## config.mk

```make
export PLATFORM = sky130hd
export DESIGN_NAME = pmux_stream_flat
export DESIGN_NICKNAME = d
export VERILOG_FILES = /design/src/rtl/pmux_stream_if.sv /design/src/rtl/pmux_stream.sv /design/src/flat_wrapper.sv
export SDC_FILE = /design/constraint.sdc
export NUM_CORES = 1
export LEC_CHECK = 0
export ABC_AREA = 1
export CAP_MARGIN = 20
export CORE_ASPECT_RATIO = 1.2
export CORE_MARGIN = 4
export CORE_UTILIZATION = 36
export DETAILED_ROUTE_END_ITERATION = 7
export GPL_TIMING_DRIVEN = 0
export PLACE_DENSITY = 0.61
export SLEW_MARGIN = 0
export SYNTH_ARGS = -nofsm -noshare
export SYNTH_HDL_FRONTEND = slang
export SYNTH_SLANG_ARGS = --single-unit
```

## constraint.sdc

```tcl
create_clock -name clk -period 5.35 [get_ports clk]
set_input_delay 1.3375 -clock clk [delete_from_list [all_inputs] [get_ports clk]]
set_output_delay 1.3375 -clock clk [all_outputs]
set_load 0.02 [all_outputs]
```

## src/rtl/pmux_stream_if.sv

```systemverilog
// Handshake/bus bundle for pmux_stream: N W-bit input channels in, one registered stream out.
// out_par exists only when PMUX_PARITY_EN is defined.
// slave = mux side, master = the surrounding source/consumer side.
interface pmux_stream_if #(
  parameter int N = 16,
  parameter int W = 1
);
  localparam int SW = $clog2(N);

  logic [N*W-1:0] in_data;
  logic [N-1:0]   in_valid;
  logic [N-1:0]   in_ready;
  logic           mode;
  logic [SW-1:0]  sel;
  logic [W-1:0]   out_data;
  logic [SW-1:0]  out_chan;
  logic           out_valid;
  logic           out_ready;
`ifdef PMUX_PARITY_EN
  logic           out_par;
`endif

  modport slave (
    input  in_data, in_valid, mode, sel, out_ready,
    output in_ready, out_data, out_chan, out_valid
`ifdef PMUX_PARITY_EN
    , output out_par
`endif
  );

  modport master (
    output in_data, in_valid, mode, sel, out_ready,
    input  in_ready, out_data, out_chan, out_valid
`ifdef PMUX_PARITY_EN
    , input out_par
`endif
  );
endinterface

```

## src/rtl/pmux_stream.sv

```systemverilog
// Registered N-to-1 stream mux, fixed select or round-robin; optional out_par via PMUX_PARITY_EN.
// Latency: one cycle from input handshake to out_valid; one word per cycle when out_ready=1.
// Backpressure: while out_valid && !out_ready the register holds and every in_ready is 0.
module pmux_stream #(
  parameter int N = 16,
  parameter int W = 1
) (
  input logic          clk,
  input logic          rst_n,
  pmux_stream_if.slave s
);
  localparam int SW = $clog2(N);

  logic [SW-1:0] ptr;
  logic [SW-1:0] gnt;
  logic          gnt_vld;
  logic [W-1:0]  gnt_data;
  logic          load;
  logic          take;

  function automatic logic [SW-1:0] wrap_idx(input logic [SW-1:0] base, input int off);
    int t;
    t = int'(base) + off;
    if (t >= N) t = t - N;
    return SW'(t);
  endfunction

  assign load = !s.out_valid || s.out_ready;
  assign take = load && gnt_vld;

  // Fixed mode compares against every legal index, so sel >= N simply finds nothing.
  // Round-robin walks offsets downward so the smallest offset from ptr is the last write.
  always_comb begin
    gnt     = '0;
    gnt_vld = 1'b0;
    if (!s.mode) begin
      for (int i = 0; i < N; i++) begin
        if (s.sel == SW'(i) && s.in_valid[i]) begin
          gnt     = SW'(i);
          gnt_vld = 1'b1;
        end
      end
    end else begin
      for (int k = N - 1; k >= 0; k--) begin
        if (s.in_valid[wrap_idx(ptr, k)]) begin
          gnt     = wrap_idx(ptr, k);
          gnt_vld = 1'b1;
        end
      end
    end
  end

  always_comb begin
    gnt_data = '0;
    for (int i = 0; i < N; i++) begin
      if (gnt == SW'(i)) gnt_data = s.in_data[i*W +: W];
    end
  end

  assign s.in_ready = (rst_n && take) ? (N'(1) << gnt) : '0;

  always_ff @(posedge clk or negedge rst_n) begin
    if (!rst_n) begin
      s.out_valid <= 1'b0;
      s.out_data  <= '0;
      s.out_chan  <= '0;
      ptr         <= '0;
    end else begin
      if (take) begin
        s.out_valid <= 1'b1;
        s.out_data  <= gnt_data;
        s.out_chan  <= gnt;
        if (s.mode) ptr <= (gnt == SW'(N - 1)) ? '0 : gnt + SW'(1);
      end else if (s.out_ready) begin
        s.out_valid <= 1'b0;
      end
    end
  end

`ifdef PMUX_PARITY_EN
  always_ff @(posedge clk or negedge rst_n) begin
    if (!rst_n) begin
      s.out_par <= 1'b0;
    end else if (take) begin
      s.out_par <= ^gnt_data;
    end
  end
`else
  // Without parity the output register carries only data and channel.
`endif

endmodule

```

## src/flat_wrapper.sv

```systemverilog
// flat-port wrapper written by rule: the top's interface ports become plain ports
module pmux_stream_flat 
#(
  parameter int N = 16,
  parameter int W = 1
)
  (clk, rst_n, s_in_data, s_in_valid, s_mode, s_sel, s_out_ready, s_in_ready, s_out_data, s_out_chan, s_out_valid);
  pmux_stream_if #(.N(N), .W(W)) s_i ();
  input logic clk;
  input logic rst_n;
  input wire logic [$bits(s_i.in_data)-1:0] s_in_data;
  input wire logic [$bits(s_i.in_valid)-1:0] s_in_valid;
  input wire logic [$bits(s_i.mode)-1:0] s_mode;
  input wire logic [$bits(s_i.sel)-1:0] s_sel;
  input wire logic [$bits(s_i.out_ready)-1:0] s_out_ready;
  output wire logic [$bits(s_i.in_ready)-1:0] s_in_ready;
  output wire logic [$bits(s_i.out_data)-1:0] s_out_data;
  output wire logic [$bits(s_i.out_chan)-1:0] s_out_chan;
  output wire logic [$bits(s_i.out_valid)-1:0] s_out_valid;
  assign s_i.in_data = s_in_data;
  assign s_i.in_valid = s_in_valid;
  assign s_i.mode = s_mode;
  assign s_i.sel = s_sel;
  assign s_i.out_ready = s_out_ready;
  assign s_in_ready = s_i.in_ready;
  assign s_out_data = s_i.out_data;
  assign s_out_chan = s_i.out_chan;
  assign s_out_valid = s_i.out_valid;
  pmux_stream #(.N(N), .W(W)) u_core (.clk(clk), .rst_n(rst_n), .s(s_i));
endmodule
```

== Word level (Yosys, flattened, before mapping) ==
Index checks and enable logic that the tools add are counted.
Word-level totals
  register bits after elaboration: 10
  output and inout bits: 22
  word-level logic and storage cells: 272
Cells by class
  add/sub/neg operators: 32
  $lt $le $gt $ge: 32
  equal/unequal tests: 30
  shift-type cells: 1
  multiplexer cells: 149
  reductions and logical operators: 24
Operators with widths (number)
  two-way mux 4 bit: 58
  < comparator 4 x 5 -> 1 bit, second input constant: 16
  greater-or-equal comparator 5 bit, second input constant: 15
  two-way mux 1 bit: 68
  binary-select mux 1 bit (select 4 bit): 16
  == test 4 bit, second input constant: 16
  subtractor 4 x 1 -> 4 bit, second input constant: 16
  adder 4 x 4 -> 5 bit, second input constant: 8
  == test 4 x 3 -> 1 bit, second input constant: 8
  adder 4 x 3 -> 5 bit, second input constant: 4
  logical AND 1 bit: 18
  == test 4 x 2 -> 1 bit, second input constant: 4
  two-way mux 16 bit: 1
  left shift 1 x 4 -> 16 bit, first input constant: 1
  two-way mux 3 bit: 4
  adder 4 x 2 -> 5 bit, second input constant: 2
  == test 4 x 1 -> 1 bit, second input constant: 2
  logical NOT 4 bit: 2
  adder 4 x 1 -> 5 bit, second input constant: 1
  greater-or-equal comparator 4 x 5 -> 1 bit, second input constant: 1
  adder 4 x 1 -> 4 bit, second input constant: 1
  two-way mux 2 bit: 2
  AND reduction 2 bit: 1
  nonzero test 2 bit: 1
  other kinds (2): 2

== Longest topological paths before layout ==
  depth after elaboration: 40
  mapped depth: 48
  mapped depth without buffers: 46

== Worst setup path after synthesis ==
No wires, ideal clock.
  path kind: input to output
  start point: in s_in_valid[5]
  end point: out s_in_ready[11]
  data arrival time: 4.240 ns
  required time: 4.013 ns
  path slack: -0.228 ns
  stages on the path: 27
  path buffers: 0
  path through: nand2_1 > nand3_1 > nand3_1 > nand2_1 > nand2_1 > nand2_2 > nor2_2 > a22oi_1 > o21ai_0 > a21oi_1 > o221ai_1 > o211ai_1 > o211ai_1 > o21ai_0 > a21oi_1 > o21ai_0 > a21oi_1 > o21ai_0 > nand2_1 > nand2_1 > nand2_1 > nand2_1 > inv_1 > ha_1 > ha_1 > inv_1 > nor3_1
On the way
  elaborated cells between the ends (all ways): 93
  classes of those cells: 1 x shift; 89 x mux; 3 x reduce/logical
RTL lines
  start, declared: RTL line flat_wrapper.sv:12  | input wire logic [$bits(s_i.in_valid)-1:0] s_in_valid;
  binary-select mux 1 bit (select 4 bit): RTL line pmux_stream.sv:45  | if (s.in_valid[wrap_idx(ptr, k)]) begin
  two-way mux 1 bit (not written as such): RTL line pmux_stream.sv:45
  two-way mux 4 bit (16 in a row): RTL line pmux_stream.sv:45
  two-way mux 4 bit *: RTL line pmux_stream.sv:36  | if (!s.mode) begin
  named net u_core.gnt[1]: RTL line pmux_stream.sv:15  | logic [SW-1:0] gnt;
  left shift 1 x 4 -> 16 bit *: RTL line pmux_stream.sv:60  | assign s.in_ready = (rst_n && take) ? (N'(1) << gnt) : '0;
  two-way mux 16 bit *: RTL line pmux_stream.sv:60
  end, declared: RTL line flat_wrapper.sv:16  | output wire logic [$bits(s_i.in_ready)-1:0] s_in_ready;
Mark *: on every way through the listed nets, which the timed path passes. The rest lies on a longest branch. The select of a mux whose other input is x is not followed.

== Final worst setup path ==
  start point: in s_in_valid[15]
  end point: out s_in_ready[3]
The elaborated chain is that of the path after synthesis.

==> key figures <==
CTS
  • TritonCTS clock tree: yes
  • Root buf cell: clkbuf_8
  • Worst skew pair latency: around 230 ps
  • H-tree depth: 1
  • CTS buffer count: 3
  • Clock sink total: 10
  • Hold_buf cts: 0
  • Clock buffer depth: 2
  • Reg clk slew, reported paths: 40 ps

STA
  • Max Clk Rate: 180 MHz
  • Final Setup Violations: 16
  • RSZ-0062 raised after global routing: true
  • Final worst setup slack: -221 ps
  • Clk_skew: between 3 and 4 ps
  • Fin crit share: 104%
  • Hold Violations, Final: 0
  • Slew @ Worst Pin: 602 ps
  • Max Slew Vio Count: 0
  • Rel. slew slack: about three fifths
  • Post-layout min period: 5570 ps
  • Worst hold slack: between 400 and 500 ps

GRT
  • Vias in the first global route: 4,224
  • Grt total ovfl: 0
  • Initial antenna violation count: 0
  • Gr usage total: 24.5%
  • First-pass GRT wire length: slightly below 20,000 µm
  • Largest net degree at the start of global routing: 14

Floorplanning
  • Die Height: ~110 µm
  • Core ar.: about 8000 µm²
  • I/O pins: 62
  • Die ar.: a little under 10,000 µm²
  • Num rows: 35
  • Starting Density: between 30% and 40%
  • Die width: roughly 91 µm

Detailed routing
  • Routed wire length: 12,400 µm
  • Via/cell ratio: 5.59
  • Antenna viol nets, final: 0
  • Drt pass-1 iters: 5
  • Drt wl/cell: 16.3 µm
  • DR iter-0 viols: ~240
  • DRC viols: 0
  • Vias: 4,255

Final layout
  • Layout Utilization: between 60% and 70%
  • Area Overhead vs Synth: 72.6%
  • # diodes: 0
  • Layout cells sized above 1: between 40% and 50%
  • Nets: slightly above 700

Worst setup path
  • CP required: ~4000 ps
  • R2R Setup Slk: 480 ps
  • Critical Path Slowest Stage Cell: a22oi_1
  • Critical Path Stages: 27
  • R2R depth: 45
  • Critical Path Sink Type: output pin
  • Worst setup path class: primary input to output pin
  • Most frequent CP cell: o21ai_1
  • CP bufs+invs: 4
  • Crit-path max cell delay: between 150 and 200 ps
  • CP top delay family: compound AO/OA/AOI/OAI gates
  • CP arrival: about 4200 ps
  • Setup crit start kind: primary input
  • Critical-path maximum fanout: 4

Logic synthesis
  • Syn nets: 605
  • Synth top area share: a little under a quarter
  • Number of synthesized flops with an enable pin: 0
  • Leading area contributor after synthesis: nand2_1
  • Avg Inst Size Synth: approximately 5.3 µm²
  • Synth cell types: 42
  • Ys async rst share: 100%
  • Area contributors post-synth: nand2_1, nand3_1, dfrtp_1
  • Yosys warnings: 0
  • Synth Register Bits: 10
  • Post-Syn Area: a little under 3000 µm²
  • Ys flop type: dfrtp_1
  • Sequential share of the synthesized area: under 10%
  • Cell count after synthesis: approximately 550

Placed design
  • Worst slack, placed: -1710 ps
  • Detailed placement HPWL: 8680 µm
  • PortBufs: 61
  • GPL Wtd Cong: ~0.95

Min path
  • Hold Path Stages: 2
  • Hold Crit Class: flip-flop to flip-flop

Flow run
  • Max-cap violations: 0

Run status
  • Violated checks: setup timing
  • Outcome: finished with violations
-- flip-flops by register name, summed over array words and instances (netlist names) --
register	count
u_core.s.out_data	1
u_core.s.out_chan	4
u_core.s.out_valid	1
u_core.ptr	4
-- worst reg2reg max path: cells and delay by family, from the launching register on --
| kind | cells | cell delay, ps |
|---|---|---|
| simple gates | 25 | 1730 |
| buf+inv | 8 | 960 |
| fa+ha+maj | 2 | 400 |
| compound gates | 10 | 1330 |
| flops | 1 | 390 |
-- placed cells by master (no fill, tap or decap), types with 8 or more instances in the layout --
cell             netlist  routed
nand4_1                8       8
buf_8                  0      13
nand2_1              187     134
dfrtp_1               10       8
nor2_1                36      30
nand3_4                0      10
inv_2                  7      12
nand2_4                2      31
nand2_2               15      36
inv_1                 59      46
o21ai_0               16       9
buf_6                  5      19
o21ai_1                9      11
a21oi_1               28      26
clkdlybuf4s50_1        0      29
nand3_1               94      58
nand3_2                3      29
buf_4                  3      62
-- final timing paths --
path | start | end
max | s_in_valid[15] | s_in_ready[3]
min | u_core.s.out_chan[3] | u_core.s.out_chan[3]
max reg2reg | u_core.ptr[0] | u_core.s.out_data
min reg2reg | u_core.s.out_chan[3] | u_core.s.out_chan[3]
max in group asynchronous | rst_n | u_core.ptr[2]
min in group asynchronous | rst_n | u_core.s.out_chan[2]
-- kinds of logic after synthesis --
kind of cell | count (synthesis) | share of synthesized area, %
AND/OR/NAND/NOR | 370 | 57.4
buffers and inverters | 83 | 12.8
AO/OA/AOI/OAI | 69 | 13.0
adder cells (fa/ha/maj) | 13 | 5.53
flip-flops | 10 | 8.51
XOR/XNOR | 7 | 2.85
-- per-layer routing --
| metal | global-route usage [%] | vias up | routed length, µm |
|---|---|---|---|
| met3 | 3.02 | 59 | 774 |
| met2 | 45.4 | 194 | 6240 |
| li1 | - | 2053 | - |
| met5 | 0 | - | 0 |
| met1 | 26.7 | 1949 | 4640 |
| met4 | 13.6 | 0 | 740 |
-- through the flow --
stage | area (µm²) | setup TNS (ps) | cells
floorplan | 2990 | -79.7 | 552
global placement | 3710 | -26450 | 705
detailed placement | 3710 | -25880 | 705
CTS | 4630 | -2670 | 745
global route | 5080 | -7010 | 761
finish | 5080 | -2470 | 761
-- synthesized netlist by cell type, types with 2 or more instances --
master / count
or2_1: 2
nand3_1: 94
inv_1: 59
nand2_4: 2
ha_1: 13
nor2_1: 36
nand3_2: 3
xor2_1: 3
buf_6: 5
o22ai_1: 2
nor4_1: 4
a21oi_1: 28
buf_2: 4
a31oi_1: 3
nand2_1: 187
o21ai_1: 9
nand2_2: 15
o211ai_1: 3
nor3_1: 9
nor2_2: 2
clkbuf_1: 2
xor2_2: 2
o21a_1: 2
inv_2: 7
buf_4: 3
dfrtp_1: 10
o21ai_0: 16
nand2b_1: 2
a22oi_1: 3
nor2_4: 2
nand4_1: 8
inv_4: 2
-- repair_timing --
| action | in CTS | in global routing |
|---|---|---|
| pin swaps | 70 | 41 |
| resized for setup | 348 | 72 |
| setup buffers | 38 | 16 |
| gates cloned | 0 | 0 |
| endpoints found under the setup margin | 17 | 17 |
-- final cells by class --
cell class              instances  area [µm²]
plain buffers                  14         153
well taps                      92         115
flip-flops and latches         10         253
clock buffers                   3        41.3
multi-input cells             459        3150
fillers                       673        2760
inverters                      69         299
repair buffers                114        1060
Power is not shown: default switching activity piles up to over one toggle a cycle in this logic, so the estimate is an artifact.
